[src/rtl/conv_layer_sequencer.sv]
// Layer control sequencer: for every image it runs load-image, load-filter,
// convolve and store through request/done handshakes, generating all addresses.
module conv_layer_sequencer #(
    parameter int DATA_SZ        = 16,
    parameter int ADDR_SZ        = 16,
    parameter int MAX_IMG        = 32,
    parameter int MAX_FLT        = 5,
    parameter int SHARED_FILTERS = 0
) (
    input  logic               clk,
    input  logic               reset,
    input  logic               enable,
    input  logic [DATA_SZ-1:0] imgs_number,
    input  logic [DATA_SZ-1:0] img_size,
    input  logic [ADDR_SZ-1:0] imgs_address,
    input  logic [DATA_SZ-1:0] filters_per_image,
    input  logic [DATA_SZ-1:0] filter_size,
    input  logic [ADDR_SZ-1:0] filter_address,
    input  logic [ADDR_SZ-1:0] out_address,
    output logic               load_enable,
    output logic [ADDR_SZ-1:0] load_addr,
    output logic [DATA_SZ-1:0] load_size,
    output logic               load_is_image,
    input  logic               load_done,
    output logic               conv_enable,
    input  logic               conv_done,
    output logic               store_enable,
    output logic [ADDR_SZ-1:0] store_addr,
    output logic [DATA_SZ-1:0] store_size,
    input  logic               store_done,
    output logic               busy,
    output logic               done,
    output logic               error,
    output logic [DATA_SZ-1:0] img_count,
    output logic [DATA_SZ-1:0] flt_count
);

    typedef enum logic [2:0] {
        IDLE, CHECK, LOAD_IMG, LOAD_FLT, CONV, STORE, DONE, ERR
    } state_t;

    localparam bit SHARED = (SHARED_FILTERS != 0);

    state_t state, state_nx;
    logic   enable_d, req, fire, start, cfg_bad, reuse, last_flt, last_img, req_nx;
    logic   filter_valid;

    logic [DATA_SZ-1:0] c_imgs_number, c_img_size, c_fpi, c_fsz, out_sz;
    logic [ADDR_SZ-1:0] c_faddr, img_ptr, flt_ptr, out_ptr;
    logic [DATA_SZ-1:0] img_cnt, flt_cnt;
    logic [2*DATA_SZ-1:0] img_sq, flt_sq, out_sq;

    assign start    = enable && !enable_d;
    assign out_sz   = c_img_size - c_fsz + DATA_SZ'(1);
    assign img_sq   = {{DATA_SZ{1'b0}}, c_img_size} * {{DATA_SZ{1'b0}}, c_img_size};
    assign flt_sq   = {{DATA_SZ{1'b0}}, c_fsz} * {{DATA_SZ{1'b0}}, c_fsz};
    assign out_sq   = {{DATA_SZ{1'b0}}, out_sz} * {{DATA_SZ{1'b0}}, out_sz};
    assign reuse    = SHARED && (c_fpi == DATA_SZ'(1));
    assign last_flt = (flt_cnt + DATA_SZ'(1)) == c_fpi;
    assign last_img = (img_cnt + DATA_SZ'(1)) == c_imgs_number;

    assign cfg_bad = (c_imgs_number == '0) || (c_fpi == '0) || (c_fsz == '0) ||
                     (c_fsz > c_img_size) || (c_img_size > DATA_SZ'(MAX_IMG)) ||
                     (c_fsz > DATA_SZ'(MAX_FLT));

    // Only one request is ever live, so the done input is selected by state.
    always_comb begin
        fire = 1'b0;
        case (state)
            LOAD_IMG, LOAD_FLT: fire = req && load_done;
            CONV:               fire = req && conv_done;
            STORE:              fire = req && store_done;
            default:            fire = 1'b0;
        endcase
    end

    always_ff @(posedge clk or posedge reset) begin
        if (reset) state <= IDLE;
        else       state <= state_nx;
    end

    always_comb begin
        state_nx = state;
        case (state)
            IDLE:     if (start) state_nx = CHECK;
            CHECK:    state_nx = cfg_bad ? ERR : LOAD_IMG;
            LOAD_IMG: if (fire) state_nx = filter_valid ? CONV : LOAD_FLT;
            LOAD_FLT: if (fire) state_nx = CONV;
            CONV:     if (fire) state_nx = STORE;
            STORE:
                if (fire) begin
                    if (last_flt)   state_nx = last_img ? DONE : LOAD_IMG;
                    else if (reuse) state_nx = CONV;
                    else            state_nx = LOAD_FLT;
                end
            DONE, ERR: if (!enable) state_nx = IDLE;
            default:  state_nx = IDLE;
        endcase
    end

    // A completing request drops for at least one cycle, even when the next
    // state issues another request on the same interface.
    always_comb begin
        req_nx = 1'b0;
        case (state_nx)
            LOAD_IMG, LOAD_FLT, CONV, STORE: req_nx = !fire;
            default:                         req_nx = 1'b0;
        endcase
    end

    always_ff @(posedge clk or posedge reset) begin
        if (reset) begin
            enable_d      <= 1'b0;
            req           <= 1'b0;
            filter_valid  <= 1'b0;
            c_imgs_number <= '0;
            c_img_size    <= '0;
            c_fpi         <= '0;
            c_fsz         <= '0;
            c_faddr       <= '0;
            img_ptr       <= '0;
            flt_ptr       <= '0;
            out_ptr       <= '0;
            img_cnt       <= '0;
            flt_cnt       <= '0;
        end else begin
            enable_d <= enable;
            req      <= req_nx;
            if (state == IDLE && start) begin
                c_imgs_number <= imgs_number;
                c_img_size    <= img_size;
                c_fpi         <= filters_per_image;
                c_fsz         <= filter_size;
                c_faddr       <= filter_address;
                img_ptr       <= imgs_address;
                flt_ptr       <= filter_address;
                out_ptr       <= out_address;
                img_cnt       <= '0;
                flt_cnt       <= '0;
                filter_valid  <= 1'b0;
            end
            if (fire) begin
                case (state)
                    LOAD_IMG: img_ptr <= img_ptr + img_sq[ADDR_SZ-1:0];
                    LOAD_FLT: begin
                        flt_ptr      <= flt_ptr + flt_sq[ADDR_SZ-1:0];
                        filter_valid <= 1'b1;
                    end
                    STORE: begin
                        out_ptr <= out_ptr + out_sq[ADDR_SZ-1:0];
                        if (!reuse) filter_valid <= 1'b0;
                        if (last_flt) begin
                            flt_cnt <= '0;
                            img_cnt <= img_cnt + DATA_SZ'(1);
                            if (SHARED) flt_ptr <= c_faddr;
                        end else begin
                            flt_cnt <= flt_cnt + DATA_SZ'(1);
                        end
                    end
                    default: ;
                endcase
            end
        end
    end

    assign load_enable   = req && (state == LOAD_IMG || state == LOAD_FLT);
    assign conv_enable   = req && (state == CONV);
    assign store_enable  = req && (state == STORE);
    assign load_is_image = (state == LOAD_IMG);
    assign load_addr     = (state == LOAD_IMG) ? img_ptr :
                           (state == LOAD_FLT) ? flt_ptr : '0;
    assign load_size     = (state == LOAD_IMG) ? c_img_size :
                           (state == LOAD_FLT) ? c_fsz : '0;
    assign store_addr    = (state == STORE) ? out_ptr : '0;
    assign store_size    = (state == STORE) ? out_sz : '0;
    assign busy          = !(state == IDLE || state == DONE || state == ERR);
    assign done          = (state == DONE) || (state == ERR);
    assign error         = (state == ERR);
    assign img_count     = img_cnt;
    assign flt_count     = flt_cnt;

endmodule

[config.mk]
export PLATFORM = sky130hd
export DESIGN_NAME = conv_layer_sequencer
export DESIGN_NICKNAME = d
export VERILOG_FILES = /design/src/rtl/conv_layer_sequencer.sv
export SDC_FILE = /design/constraint.sdc
export NUM_CORES = 1
export LEC_CHECK = 0
export ABC_AREA = 1
export CORE_MARGIN = 5
export CORE_UTILIZATION = 40
export DETAILED_ROUTE_END_ITERATION = 16
export GPL_ROUTABILITY_DRIVEN = 1
export HOLD_SLACK_MARGIN = 0.03
export SLEW_MARGIN = 40
export SYNTH_ARGS = -nofsm -noshare
export SYNTH_HDL_FRONTEND = slang
export SYNTH_SLANG_ARGS = --single-unit
[constraint.sdc]
create_clock -name clk -period 10.7 [get_ports clk]
set_input_delay 1.07 -clock clk [delete_from_list [all_inputs] [get_ports clk]]
set_output_delay 1.07 -clock clk [all_outputs]
set_load 0.02 [all_outputs]
# Word level (Yosys, flattened, before mapping)

Index checks and enable logic that the tools add are counted.

Register bits: 150
Bits of input ports: 118
Output and inout bits: 103

Add/sub/neg operators: 7
$mul: 3
Magnitude comparators: 3
Equality and inequality tests: 13
Multiplexer cells: 39
Reduce and logical (&&, ||, !) cells: 27

Operators by type and width:

| kind                    | number |
|---|---|
| $mux W16                | 23 |
| $add A16 B1 Y16 const B | 3 |
| $add A16 B16 Y16        | 3 |
| $logic_not A16 Y1       | 3 |
| $mul A16 B16 Y16        | 3 |
| $eq A16 B16 Y1          | 2 |
| $mux W3                 | 10 |
| $pmux W3 S7             | 1 |
| $eq A3 B3 Y1 const B    | 6 |
| $gt A16 B16 Y1          | 1 |
| $gt A16 B3 Y1 const B   | 1 |
| $gt A16 B6 Y1 const B   | 1 |
| $sub A16 B16 Y16        | 1 |
| $eq A3 B2 Y1 const B    | 4 |
| $logic_or A1 B1 Y1      | 9 |
| $logic_and A1 B1 Y1     | 8 |
| $reduce_or A2 Y1        | 2 |
| $reduce_or A4 Y1        | 1 |
| $eq A3 B1 Y1 const B    | 1 |
| $logic_not A1 Y1        | 3 |
| $logic_not A3 Y1        | 1 |
| $mux W1                 | 3 |
| $pmux W1 S3             | 1 |
| $pmux W1 S2             | 1 |

# Depth between registers and ports, before layout

Gate-level depths: netlist of run 1.

Word-level depth: 11
Depth in mapped cells: 46
Depth with buffers taken out: 46

# Worst setup path before layout of run 1

OpenSTA, ideal clock, no wires.

Path kind: reg2reg
Start: register c_img_size[1]
End: register out_ptr[15]
Arrival time: 7,044 ps
Setup slack: 3,542 ps
Stages on the path, launching flop included: 42
Path buffers: 0
Clock period less this slack: 7,158 ps
Path through: dfrtp_1 > inv_1 > ha_1 > inv_1 > ha_1 > inv_1 > fa_1 > nor2_1 > nand3_1 > nand2_2 > nand2_1 > nand2_1 > xor2_1 > nand2_1 > fa_1 > fa_1 > fa_1 > inv_1 > [... 6 more ...] > a21oi_1 > o21ai_0 > a21oi_1 > nor2_1 > o21ai_0 > nand2_1 > nand2_1 > inv_1 > nor2_1 > nor2_1 > nor2_1 > inv_1 > nand3_1 > nand2_1 > nand2_1 > nand3_1 > nand2_1 > inv_1

Word-level cells in the longest chain between the ends: 6

Ends and longest elaborated chain:

| what                     | line | source |
|---|---|---|
| start: declaration       | 48   | `logic [DATA_SZ-1:0] c_imgs_number, c_img_size, c_fpi, c_fsz, out_sz;` |
| start signal: assignment | 131  | `c_img_size <= img_size;` |
| $sub A16 B16 Y16         | 54   | `assign out_sz = c_img_size - c_fsz + DATA_SZ'(1);` |
| $add A16 B1 Y16          | 54   |  |
| $mul A16 B16 Y16         | 57   | `assign out_sq = {{DATA_SZ{1'b0}}, out_sz} * {{DATA_SZ{1'b0}}, out_sz};` |
| $add A16 B16 Y16         | 150  | `out_ptr <= out_ptr + out_sq[ADDR_SZ-1:0];` |
| $mux W16                 | 143  | `case (state)` |
| $mux W16                 | 142  | `if (fire) begin` |
| end signal: assignment   | 137  | `out_ptr <= out_address;` |
| end signal: assignment   | 150  |  |
| end: declaration         | 49   | `logic [ADDR_SZ-1:0] c_faddr, img_ptr, flt_ptr, out_ptr;` |

No other way between the ends.
A chain may end at the register's enable or synchronous reset.

# Worst setup path in the final report of run 1

Ends and elaborated chain as after synthesis.

==> results of run 1 <==
[cell type report]
class / count / area share
diodes: 2 / 0.000205
multi-input cells: 1804 / 0.595
well taps: 680 / 0.0348
clock inverters: 11 / 0.00563
flip-flops and latches: 150 / 0.154
clock buffers: 21 / 0.0193
inverters: 628 / 0.0967
repair buffers: 231 / 0.0951
[cell families after synthesis]
kind of cell             count (synthesis)
AND/OR/NAND/NOR                        903
buffers and inverters                  707
adder cells (fa/ha/maj)                459
AO/OA/AOI/OAI                          304
flip-flops                             150
XOR/XNOR                               138
[worst max path at each step]
stage,startpoint,to,cells past startpoint
after global routing,c_img_size[1]$_DFFE_PP0P_,out_ptr[15]$_DFF_PP0_,41
after detailed placement,c_img_size[1]$_DFFE_PP0P_,out_ptr[15]$_DFF_PP0_,41
after global placement,c_img_size[1]$_DFFE_PP0P_,out_ptr[15]$_DFF_PP0_,41
after floorplan,c_img_size[1]$_DFFE_PP0P_,out_ptr[15]$_DFF_PP0_,41
after CTS,c_img_size[1]$_DFFE_PP0P_,out_ptr[15]$_DFF_PP0_,41
final,c_img_size[1]$_DFFE_PP0P_,out_ptr[15]$_DFF_PP0_,41
[flip-flops by register name, indices dropped and copies added (netlist names), 16 cells and up]
signal         cells
out_ptr           16
c_fpi             16
img_count         16
img_ptr           16
c_fsz             16
c_imgs_number     16
c_img_size        16
flt_ptr           16
flt_count         16
[critical path: cells and delay by family, from the launching register on]
kind	cells	cell delay (ns)
compound gates	4	0.61
xor+xnor	1	0.49
fa+ha+maj	10	4.08
buf+inv	9	0.68
flops	1	0.74
simple gates	17	1.63
[synthesized netlist by cell type (5+ instances only)]
cell type	n
o31ai_1	12
nor2_1	144
nand4_1	31
nand3_2	18
xor2_1	86
o21ai_2	14
nand3_1	83
and2_1	5
inv_2	6
clkbuf_1	63
dfrtp_1	150
nand2_1	559
a21oi_1	58
a22o_1	5
buf_1	9
o22ai_1	27
nor3_1	18
a31oi_1	14
fa_1	249
nand3b_1	6
ha_1	210
nand2_2	8
nor4_1	11
xnor2_1	51
o21ai_0	148
inv_1	619
[per-layer routing]
metal	vias up	routed length [um]	share of wire
met5	-	0	0
met4	0	1640	0.027
met3	91	2760	0.045
met2	451	29300	0.48
met1	8583	27100	0.45
li1	8496	-	-
[through the flow]
stage / cells / utilization / hold slack [ns]
after CTS: 3524 / 0.473 / 0.538
after detailed placement: 3492 / 0.461 / 0.523
final: 3527 / 0.473 / 0.536
after floorplan: 2661 / - / 0.484
after global placement: 3492 / 0.461 / 0.512
after global routing: 3527 / 0.473 / 0.575
==> impl_metrics.py, run 1 <==
metrics = {
    "run_status": {
        "status": "complete, no violations",
    },
    "floorplanning": {
        "die_h_um": 239,
        "rows": 83,
        "dieArea_mm2": 0.0571,
        "die_w_um": 239,
        "coreArea_mm2": 0.0516,
        "initial_core_util": 0.406,
        "io_pins": 221,
    },
    "drt": {
        "dr.pass1.iters": 5,
        "drt-total-wl_mm": 60.8,
        "postRouteAntennaNets": 0,
        "dr.first_iter.drc_count": 874,
        "drc": 0,
        "via_per_inst": 5.00,
        "wl_per_cell_um": 17.2,
        "vias": 17621,
    },
    "global_routing": {
        "met1_usage": 0.290,
        "grt_pass1_vias": 18441,
        "grtUsageMet3": 0.0332,
        "grt_overflow_total": 0,
        "grt_pass1_wl_mm": 98.4,
        "busiest_layer": "met2",
        "use_met2": 0.361,
        "grt_max_degree": 204,
        "grt_use_total": 0.216,
        "antenna_found_initial": 2,
    },
    "clocking": {
        "cts_setup_buffers": 0,
        "cts_tree": "yes",
        "clk_pin_slew_worst_paths_ns": 0.08,
        "clk_latency_ns": 0.50,
        "cts_buffers": 17,
        "cts.sinks": 150,
        "cts_resized": 0,
        "root_buffer": "clkbuf_16",
        "htreeDepth": 4,
        "cts_buffer_depth": 2,
        "cts_hold_buf": 0,
    },
    "worst_setup_path": {
        "critPathKind": "flop to flop",
        "r2r_start": "c_img_size[1]$_DFFE_PP0P_",
        "reg2regPathDepth": 41,
        "reg2reg_to": "out_ptr[15]$_DFF_PP0_",
        "slowest_stage": "dfrtp_1",
        "cp.required_ns": 11.10,
        "worst_setup_path_end_kind": "flop",
        "crit_top_cell": "inv_1",
        "cpPeakStageDelay_ns": 0.74,
        "worst_ep_arrival_time_ns": 8.72,
        "r2r_setup_slack_ns": 2.38,
        "start_kind": "flop",
        "cp_max_fo": 16,
    },
    "layout": {
        "seq_area_mm2": 0.00375,
        "fillers": 5055,
        "layout-drive-gt1-share": 0.0397,
        "syn_to_final_growth_pct": 16.6,
        "final_cell_mix": "617 x inv_1, 559 x nand2_1, 249 x fa_1",
        "mostFrequentLayoutCell": "inv_1",
        "multiInputGateArea_mm2": 0.0145,
        "final_area_mm2": 0.0244,
        "nets": 3409,
    },
    "timing": {
        "fin_setup_tns_ns": 0,
        "min_period_over_period": 0.777,
        "fin_ws_ns": 2.38,
        "drv_slew": 0,
        "fmax_ghz": 0.120,
        "period_minus_slack_ns": 8.32,
        "setup_viol": 0,
        "tightest_slew_ns": 0.814,
        "max-slew-margin-rel": 0.454,
        "hold_viol": 0,
        "rsz0062_at_grt": "no",
        "skew_ns": 0.0213,
    },
    "place": {
        "portBuffers": 220,
        "post-place-ws_ns": 2.44,
        "dpl_cell_area_mm2": 0.0238,
        "gp_congestion": 0.924,
        "dp_hpwl_mm": 49.4,
    },
    "synth": {
        "yosys.area_share.simple": 0.187,
        "synth-edff-count": 0,
        "synth-xor-area-share": 0.0586,
        "synth_top_flop_cell": "dfrtp_1",
        "async_flop_share": 1.00,
        "syn_nets": 3238,
        "synthesis.area_mm2": 0.0210,
        "synth_top_area_cell": "fa_1",
        "yosys_warnings": 0,
        "yosysTopAreaCellShare": 0.238,
        "synth-adder-area-share": 0.363,
        "syn_inst": 2661,
        "syn_avg_cell_area_um2": 7.88,
        "ys_types": 53,
        "seq_area_frac_synth": 0.179,
        "synth_seq_cells": 150,
        "synth_compound_area_frac": 0.0843,
        "synthMuxAreaShare": 0,
        "ys_top_cells_by_area": "fa_1 24%, dfrtp_1 18%, ha_1 13%, inv_1 11%, nand2_1 10%",
        "synth_top_family_by_area": "adder cells",
    },
    "worst_hold_path": {
        "min_to": "c_imgs_number[0]$_DFFE_PP0P_",
        "hp-start": "c_imgs_number[0]$_DFFE_PP0P_",
        "whs_path_depth": 2,
        "min_path_type": "flop to flop",
    },
    "run": {
        "maxCapViolCount": 0,
    },
}
Power of run 1 is left out: the tool's default activity adds up to more than one toggle a clock period on the data nets, which glitch-free logic cannot reach.
==> run 2: changes to the inputs <==
==> constraint.sdc (replaced) <==
create_clock -name clk -period 7.7 [get_ports clk]
set_input_delay 0.77 -clock clk [delete_from_list [all_inputs] [get_ports clk]]
set_output_delay 0.77 -clock clk [all_outputs]
set_load 0.02 [all_outputs]
==> run 2 against run 1 <==
Net effect: sequential share of layout area is 0.098 points lower; first-iteration DRC count is 4.5% lower; final cell count is 0.60% higher; largest cell class unchanged; fmax is 16% higher.
==> impl_metrics.py, run 2 (synthesized netlist as in run 1, its figures left out) <==
metrics = {
    "run_status": {
        "status": "complete, no violations",
    },
    "worst_setup_path": {
        "cp_max_fo": 9,
        "slowest_stage": "fa_1",
        "cp.required_ns": 8.08,
        "crit_top_cell": "inv_1",
        "critPathKind": "flop to flop",
        "start_kind": "flop",
        "worst_setup_path_end_kind": "flop",
        "worst_ep_arrival_time_ns": 7.54,
        "cpPeakStageDelay_ns": 0.58,
    },
    "timing": {
        "max-slew-margin-rel": 0.445,
        "hold_viol": 0,
        "setup_viol": 0,
        "period_minus_slack_ns": 7.16,
        "min_period_over_period": 0.930,
        "tightest_slew_ns": 0.833,
        "skew_ns": 0.0166,
        "drv_slew": 0,
        "fin_setup_tns_ns": 0,
        "fmax_ghz": 0.140,
        "hold_slack_ns": 0.524,
    },
    "clocking": {
        "cts_buffers": 17,
        "clk_latency_ns": 0.50,
        "clk_pin_slew_worst_paths_ns": 0.08,
        "htreeDepth": 4,
        "root_buffer": "clkbuf_16",
        "cts_buffer_depth": 2,
        "cts.sinks": 150,
        "cts_hold_buf": 0,
        "cts_tree": "yes",
    },
    "global_routing": {
        "grt_pass1_wl_mm": 97.6,
        "antenna_found_initial": 1,
        "grt_overflow_total": 0,
        "grt_use_total": 0.214,
        "grt_max_degree": 204,
        "grt_pass1_vias": 18050,
    },
    "layout": {
        "layout-drive-gt1-share": 0.0541,
        "final_cell_mix": "614 x inv_1, 557 x nand2_1, 248 x fa_1",
        "mostFrequentLayoutCell": "inv_1",
        "fillers": 5092,
        "utilization": 0.477,
        "nets": 3431,
        "syn_to_final_growth_pct": 17.5,
        "fin_cells": 3548,
    },
    "place": {
        "dp_hpwl_mm": 49.6,
        "portBuffers": 220,
        "place_inst": 3514,
        "gp_congestion": 0.880,
    },
    "floorplanning": {
        "die_h_um": 239,
        "rows": 83,
        "initial_core_util": 0.406,
        "io_pins": 221,
        "die_w_um": 239,
        "coreArea_mm2": 0.0516,
        "dieArea_mm2": 0.0571,
    },
    "drt": {
        "wl_per_cell_um": 17.0,
        "drt-total-wl_mm": 60.5,
        "dr.first_iter.drc_count": 835,
        "via_per_inst": 4.95,
        "dr.pass1.iters": 5,
        "postRouteAntennaNets": 0,
        "drc": 0,
        "vias": 17545,
    },
    "worst_hold_path": {
        "min_path_type": "flop to flop",
    },
    "run": {
        "maxCapViolCount": 0,
    },
}
-- run 2: changes by cell type in the layout (fill, tap and decap cells not counted), sizes merged --
cell	delta
buf	+22
clkbuf	-3
clkinv	-1
clkinvlp	+1
diode	-1
inv	+3
-- run 2: per-layer routing --
layer,vias up,part of all wire,GRT usage
met2,385,0.49,0.363
met3,68,0.045,0.0395
met4,0,0.018,0.0501
li1,8535,-,-
met1,8557,0.45,0.287
met5,-,0,0
-- run 2: cell type report --
cell class / count / area (um2) / area share
diodes: 1 / 2.50 / 0.000102
multi-input cells: 1804 / 14600 / 0.592
well taps: 680 / 851 / 0.0345
clock buffers: 18 / 439 / 0.0178
repair buffers: 253 / 2470 / 0.100
clock inverters: 14 / 164 / 0.00666
inverters: 628 / 2360 / 0.0959
flip-flops and latches: 150 / 3760 / 0.153
-- run 2: worst max-delay path, delay by kind of cell (launching register included) --
kind | cells | cell delay, ns
fa+ha+maj | 9 | 4.02
simple gates | 15 | 1.41
buf+inv | 10 | 0.66
flops | 1 | 0.51
compound gates | 2 | 0.42
-- run 2: per-stage QoR --
step | area (um2) | worst slack [ns]
finish | 24600 | 0.538
global route | 24600 | -0.0163
CTS | 24600 | 0.227
detailed placement | 24000 | 0.269
global placement | 23900 | 0.372
floorplan | 21000 | 0.542
-- run 2: final timing paths --
kind / from / endpoint / slack [ns] / cells past startpoint
max reg2reg: c_img_size[9]$_DFFE_PP0P_ / out_ptr[15]$_DFF_PP0_ / 0.54 / 36
min reg2reg: c_imgs_number[0]$_DFFE_PP0P_ / c_imgs_number[0]$_DFFE_PP0P_ / 0.52 / 2
min: c_imgs_number[0]$_DFFE_PP0P_ / c_imgs_number[0]$_DFFE_PP0P_ / 0.52 / 2
max: c_img_size[9]$_DFFE_PP0P_ / out_ptr[15]$_DFF_PP0_ / 0.54 / 36
max in group asynchronous: reset / out_ptr[13]$_DFF_PP0_ / 5.70 / 3
min in group asynchronous: reset / img_count[7]$_DFF_PP0_ / 0.78 / 2
-- run 2: repair_timing --
| action | CTS | global route |
|---|---|---|
| endpoints found under the setup margin | 0 | 1 |
| endpoints found under the hold margin | 0 | 0 |
| resized for setup | 0 | 20 |
| buffers inserted | 0 | 1 |
Power of run 2 is left out for the same reason.
